[src/rtl/slc3_button_conditioner.sv]
// Debounces the SLC-3 Run/Continue keys into single-cycle pulses and
// synchronizes the switch bank, latching a stable copy on every accepted press.
module slc3_button_conditioner #(
  parameter int unsigned DEBOUNCE_CYCLES = 16,
  parameter int unsigned SW_WIDTH        = 10
) (
  input  logic                Clk,
  input  logic                Reset_n,
  input  logic                Run_n,
  input  logic                Continue_n,
  input  logic [SW_WIDTH-1:0] SW,
  output logic                Run_pulse,
  output logic                Continue_pulse,
  output logic                Run_level,
  output logic                Continue_level,
  output logic [SW_WIDTH-1:0] SW_sync,
  output logic [SW_WIDTH-1:0] SW_latched
);

  localparam int unsigned NKEYS = 2;
  localparam int unsigned CW    = $clog2(DEBOUNCE_CYCLES);
  localparam logic [CW-1:0] CNT_LAST = CW'(DEBOUNCE_CYCLES - 1);

  typedef enum logic [1:0] {
    IDLE,
    PRESS_WAIT,
    HELD,
    RELEASE_WAIT
  } key_state_e;

  logic [NKEYS-1:0]    key_raw;
  logic [NKEYS-1:0]    key_meta;
  logic [NKEYS-1:0]    key_sync_n;
  logic [NKEYS-1:0]    key_pressed;
  logic [NKEYS-1:0]    key_pulse_d;
  logic [NKEYS-1:0]    key_pulse_q;
  logic [NKEYS-1:0]    key_level_q;
  logic [SW_WIDTH-1:0] sw_meta;

  assign key_raw     = {Continue_n, Run_n};
  assign key_pressed = ~key_sync_n;

  // Two-flop synchronizers; keys reset to the released (high) level.
  always_ff @(posedge Clk or negedge Reset_n) begin
    if (!Reset_n) begin
      key_meta   <= '1;
      key_sync_n <= '1;
      sw_meta    <= '0;
      SW_sync    <= '0;
    end else begin
      key_meta   <= key_raw;
      key_sync_n <= key_meta;
      sw_meta    <= SW;
      SW_sync    <= sw_meta;
    end
  end

  for (genvar k = 0; k < NKEYS; k++) begin : g_key
    key_state_e    state_q, state_d;
    logic [CW-1:0] cnt_q, cnt_d;
    logic          level_q, level_d;
    logic          pulse_q, pulse_d;

    always_ff @(posedge Clk or negedge Reset_n) begin
      if (!Reset_n) begin
        state_q <= IDLE;
        cnt_q   <= '0;
        level_q <= 1'b0;
        pulse_q <= 1'b0;
      end else begin
        state_q <= state_d;
        cnt_q   <= cnt_d;
        level_q <= level_d;
        pulse_q <= pulse_d;
      end
    end

    // Debounce FSM: a level change needs DEBOUNCE_CYCLES stable samples past entry.
    always_comb begin
      state_d = state_q;
      cnt_d   = cnt_q;
      level_d = level_q;
      pulse_d = 1'b0;
      case (state_q)
        IDLE: begin
          if (key_pressed[k]) begin
            state_d = PRESS_WAIT;
            cnt_d   = '0;
          end
        end
        PRESS_WAIT: begin
          if (!key_pressed[k]) begin
            state_d = IDLE;
            cnt_d   = '0;
          end else if (cnt_q == CNT_LAST) begin
            state_d = HELD;
            cnt_d   = '0;
            level_d = 1'b1;
            pulse_d = 1'b1;
          end else begin
            cnt_d = cnt_q + CW'(1);
          end
        end
        HELD: begin
          if (!key_pressed[k]) begin
            state_d = RELEASE_WAIT;
            cnt_d   = '0;
          end
        end
        RELEASE_WAIT: begin
          if (key_pressed[k]) begin
            state_d = HELD;
            cnt_d   = '0;
          end else if (cnt_q == CNT_LAST) begin
            state_d = IDLE;
            cnt_d   = '0;
            level_d = 1'b0;
          end else begin
            cnt_d = cnt_q + CW'(1);
          end
        end
        default: begin
          state_d = IDLE;
          cnt_d   = '0;
          level_d = 1'b0;
        end
      endcase
    end

    assign key_pulse_d[k] = pulse_d;
    assign key_pulse_q[k] = pulse_q;
    assign key_level_q[k] = level_q;
  end

  // Capture the switches once per accepted press, even if both keys fire together.
  always_ff @(posedge Clk or negedge Reset_n) begin
    if (!Reset_n) begin
      SW_latched <= '0;
    end else if (|key_pulse_d) begin
      SW_latched <= SW_sync;
    end
  end

  assign Run_pulse      = key_pulse_q[0];
  assign Continue_pulse = key_pulse_q[1];
  assign Run_level      = key_level_q[0];
  assign Continue_level = key_level_q[1];

endmodule

[config.mk]
export PLATFORM = sky130hd
export DESIGN_NAME = slc3_button_conditioner
export DESIGN_NICKNAME = d
export VERILOG_FILES = /design/src/rtl/slc3_button_conditioner.sv
export SDC_FILE = /design/constraint.sdc
export NUM_CORES = 1
export LEC_CHECK = 0
export BUFFER_PORTS_ARGS = -buffer_cell sky130_fd_sc_hd__buf_4
export CAP_MARGIN = 25
export CORE_MARGIN = 2
export CORE_UTILIZATION = 25
export DETAILED_ROUTE_END_ITERATION = 8
export GPL_TIMING_DRIVEN = 0
export PLACE_DENSITY = 0.55
export SETUP_SLACK_MARGIN = 0.2
export SLEW_MARGIN = 10
export SYNTH_ARGS = -nofsm -noshare
export SYNTH_HDL_FRONTEND = slang
export SYNTH_SLANG_ARGS = --single-unit
export TNS_END_PERCENT = 5
[constraint.sdc]
create_clock -name Clk -period 1.7 [get_ports Clk]
set_clock_uncertainty 0.2 [all_clocks]
set_input_delay 0.17 -clock Clk [delete_from_list [all_inputs] [get_ports Clk]]
set_output_delay 0.17 -clock Clk [all_outputs]
set_load 0.05 [all_outputs]
# [Word level (Yosys, flattened, before mapping)]
# Index checks and enable logic that the tools add are counted.
[classes] add_sub_neg=2 eq_ne=24 muxes=42 bitwise_logic=1 reduce_logical=11
[op_table] operator="$mux 4" n=10
[op_table] operator="$pmux 4 s4" n=2
[op_table] operator="$mux 2" n=12
[op_table] operator="$ne 2x2->1 const B" n=12
[op_table] operator="$pmux 2 s4" n=2
[op_table] operator="$mux 1" n=14
[op_table] operator="$ne 3x3->1 const B" n=4
[op_table] operator="$reduce_and 5->1" n=2
[op_table] operator="$add 4x1->4 const B" n=2
[op_table] operator="$eq 2x2->1 const B" n=4
[op_table] operator="$eq 4x4->1 const B" n=2
[op_table] operator="$reduce_and 4->1" n=2
[op_table] operator="$eq 2x1->1 const B" n=2
[op_table] operator="$logic_not 2->1" n=2
[op_table] operator="$pmux 1 s2" n=2
[op_table] operator="$reduce_and 2->1" n=2
[op_table] operator="$reduce_bool 2->1" n=2
[op_table] operator="$not 2->2" n=1
[op_table] operator="$reduce_or 2->1" n=1
[totals] register_bits=50 inputBits=14 elab_cells=93

# [Depth between registers and ports, before layout]
[depth] word_depth=5 mapped_depth=4

# [Worst setup path after synthesis]
# OpenSTA, ideal clock, no wires.
[synth_timing] kind="flip-flop to flip-flop" start="register g_key[0].cnt_q[0]" end="register SW_latched[0]" setup_time_ns=0.125 arrival_ns=1.515 path_slack_ns=-0.140 path_stages_with_launch=5 n_path_buf=0 synth_period_minus_slack_ns=1.840 cell_sequence="dfrtp_1 -> ha_1 -> and4_4 -> a22oi_4 -> mux2_2"
[synth_between] elab_chain_cells=5
[synth_lines] element="from (decl)" line_no="60" text="logic [CW-1:0] cnt_q, cnt_d;"
[synth_lines] element="from (signal assigned)" line_no="72" text="cnt_q <= cnt_d;"
[synth_lines] element="$eq 4x4->1" line_no="95" text="end else if (cnt_q == CNT_LAST) begin"
[synth_lines] element="$mux 1" line_no="95"
[synth_lines] element="$mux 1" line_no="92" text="if (!key_pressed[k]) begin"
[synth_lines] element="$mux 1" line_no="84" text="case (state_q)"
[synth_lines] element="$reduce_or 2->1" line_no="139" text="end else if (|key_pulse_d) begin"
[synth_lines] element="to (signal assigned)" line_no="140" text="SW_latched <= SW_sync;"
[synth_lines] element="to (decl)" line_no="17" text="output logic [SW_WIDTH-1:0] SW_latched"
# Every way passes these cells.
# A chain may end at the register's enable or synchronous reset.

# [Final worst setup path]
[layout_timing] start="register g_key[0].cnt_q[1]" end="register SW_latched[1]"
# The elaborated chain is that of the path after synthesis.

==> flow_summary.yaml <==
worst_setup_path:
  crit_path_top_delay_cell: "dfrtp_1"
  critPathKind: "flip-flop to flip-flop"
  start_kind: "flip-flop"
  reg2reg_depth: 5
  critical-path-top-delay-family: "flip-flops"
  crit_path_cell_trace: "ha_4 > and4_4 > a22oi_4 > buf_12 > mux2_2"
  required_ps: 1690
  slowest_delay_ps: 420
  worstPathArrival_ps: 1800
  path_depth: 5
  end_kind: "flip-flop"
  crit_fanout: 9
  path_buf_inv: 1
logic_synthesis:
  avgSynthCellArea_um2: 14.6
  synth_adder_area_share: 0.0143
  synth_simple_gate_area_frac: 0.0949
  async_flop_share: 1.00
  synth-compound-area-share: 0.0857
  ys_ff_latch: 50
  synthFlopType: "dfrtp_1"
  synthMuxAreaShare: 0.0642
  synth-seq-area-share: 0.717
  syn_area_um2: 1750
  yosys.cell_types.count: 30
  synthCells: 120
  ys_warn_count: 0
  synth-xor-area-share: 0.0150
  syn-num-nets: 136
  synth_edf_count: 0
  synth_top_family_by_area: "simple AND/OR/NAND/NOR gates"
timing:
  period_minus_slack_ps: 1810
  hold_ws_ps: 154
  fin_crit_sh: 1.07
  tightest_slew_ps: 609
  finalHoldViolCount: 0
  rsz0062_at_grt: "yes"
  drv_slew: 0
  setup_slack_ps: -111
  maxSlewHeadroom: 0.594
  setup_viol: 10
  fmax_mhz: 552
final_layout:
  area_growth_pct: 41.3
  drive_gt1_frac: 0.401
  final_nets: 197
  stdcell_count: 278
  antenna_cells: 0
  regArea_um2: 1260
  multi_input_area_um2: 538
  n_fill_cell: 670
  final_cell_mix: "dfrtp_1, buf_4, dlygate4sd3_1"
  layout_commonest_cell: "dfrtp_1"
global_route:
  antenna_found_initial: 0
  grt_pass1_vias: 1162
  globalRouteOverflowTotal: 0
  grt_max_degree: 51
  track_usage: 0.0959
  grt_pass1_wl_mm: 5.62
power_and_ir_drop:
  power_density_nw_per_um2: 900
  switchingPower_uw: 564
  p_comb_frac: 0.099
  vdd_drop_max_uv: 366
  swShare: 0.253
  pwr-share-clk: 0.322
  seq_power_share: 0.579
  internal-power_mw: 1.67
  finalPower_mw: 2.23
  leakagePower_nw: 1.16
clock_tree:
  numCtsBuffers: 5
  h-tree-depth: 2
  cts_tree: "done"
  root_buffer: "clkbuf_8"
  cts_sinks: 50
  cts_max_path_buffers: 2
  clk_pin_slew_ps: 90
  worstSkewPairLatency_ps: 300
floorplanning:
  io_pins: 38
  die-area_um2: 7700
  fp.dieH_um: 87.7
  start_util: 0.258
  die_x_um: 87.7
  core_area_um2: 6790
  row_count: 30
routing:
  wl_met2_mm: 1.63
  via_count: 1168
  ant_nets: 0
  vias_per_cell: 4.20
  routed.top_layer: "met4"
  drcViolationCount: 0
  drt-pass1-iter-count: 4
  wl_met1_mm: 1.43
  dr.first_iter.drc_count: 34
  wl_mm: 3.21
  wl_met3_um: 97
  post_drt_wl_per_cell_um: 11.6
status:
  violations: "negative setup slack"
  status: "finished, violations left"
placement:
  hpwl_mm: 2.02
  dp_slack_ps: -297
  dp_cells: 253
  port_buffers: 37
  place_congestion: 0.729
flow_run:
  cap_violations: 0
min_path:
  hold_class: "flip-flop to flip-flop"
  holdPathStages: 0
-- layer usage --
layer	vias up	track usage
met5	-	0
met4	0	0.0336
met3	5	0.0339
met2	17	0.149
met1	594	0.125
li1	552	-
-- what timing repair did --
item / in CTS / in global routing
resized for setup: 4 / 7
pin swaps: 1 / 2
setup buffers: 4 / 0
endpoints found under the hold margin: 58 / 0
endpoints found under the setup margin: 19 / 21
hold buffers: 13 / 0
-- registers in the layout, indices dropped and copies added, names as in the netlist, 2 cells and up, named ones only --
| signal | flops |
|---|---|
| key_sync_n | 2 |
| g_key.cnt_q | 8 |
| SW_sync | 10 |
| g_key.state_q | 2 |
| SW_latched | 10 |
| key_meta | 2 |
| sw_meta | 10 |
-- path summary, 6_finish.rpt --
kind	startpoint	endpoint	slack, ps
min in group asynchronous	Reset_n	sw_meta[6]	230
max	g_key[0].cnt_q[1]	SW_latched[1]	-110
max reg2reg	g_key[0].cnt_q[1]	SW_latched[1]	-110
max in group asynchronous	Reset_n	g_key[1].cnt_q[0]	630
min	sw_meta[5]	SW_sync[5]	150
min reg2reg	sw_meta[5]	SW_sync[5]	150
-- power groups by stage --
stage | registers (mW) | clock network, mW | logic (mW)
2_1_floorplan | 1.36 | 0 | 0.0476
3_3_place_gp | 1.31 | 0 | 0.184
3_5_place_dp | 1.31 | 0 | 0.186
4_1_cts | 1.29 | 0.747 | 0.221
5_1_grt | 1.30 | 0.822 | 0.243
6_report | 1.29 | 0.718 | 0.222
-- metrics by stage --
stage,area (µm²),TNS [ps],utilization
floorplan,1760,-979,-
global placement,2150,-2970,0.317
detailed placement,2150,-3030,0.317
CTS,2450,-1210,0.361
global route,2480,-1510,0.365
finish,2480,-994,0.365
-- logic make-up after synthesis --
logic type / after synthesis
fa+ha+maj: 2
buf+inv: 4
compound gates: 21
simple gates: 30
xor+xnor: 3
flops: 50
mux: 10
-- cell type report --
class | instances | area share
Sequential cell | 50 | 0.508
Multi-Input combinational cell | 66 | 0.217
Inverter | 3 | 0.00455
Clock inverter | 2 | 0.00505
Tap cell | 96 | 0.0485
Clock buffer | 6 | 0.0333
Timing Repair Buffer | 54 | 0.182
Buffer | 1 | 0.00202
-- synthesized netlist by cell type, types with 3 or more instances --
| cell type | count | area (µm²) |
|---|---|---|
| nand3_1 | 4 | 20.0 |
| nor2_1 | 4 | 15.0 |
| nand4_1 | 3 | 18.8 |
| inv_1 | 3 | 11.3 |
| dfstp_2 | 4 | 105 |
| dfrtp_1 | 46 | 1150 |
| nand2_1 | 6 | 22.5 |
| mux2_2 | 7 | 78.8 |
| mux2_1 | 3 | 33.8 |
| a31oi_1 | 5 | 31.3 |
| nor3_1 | 3 | 15.0 |
| o21ai_0 | 6 | 30.0 |
Power figures use the tool's default switching activity.
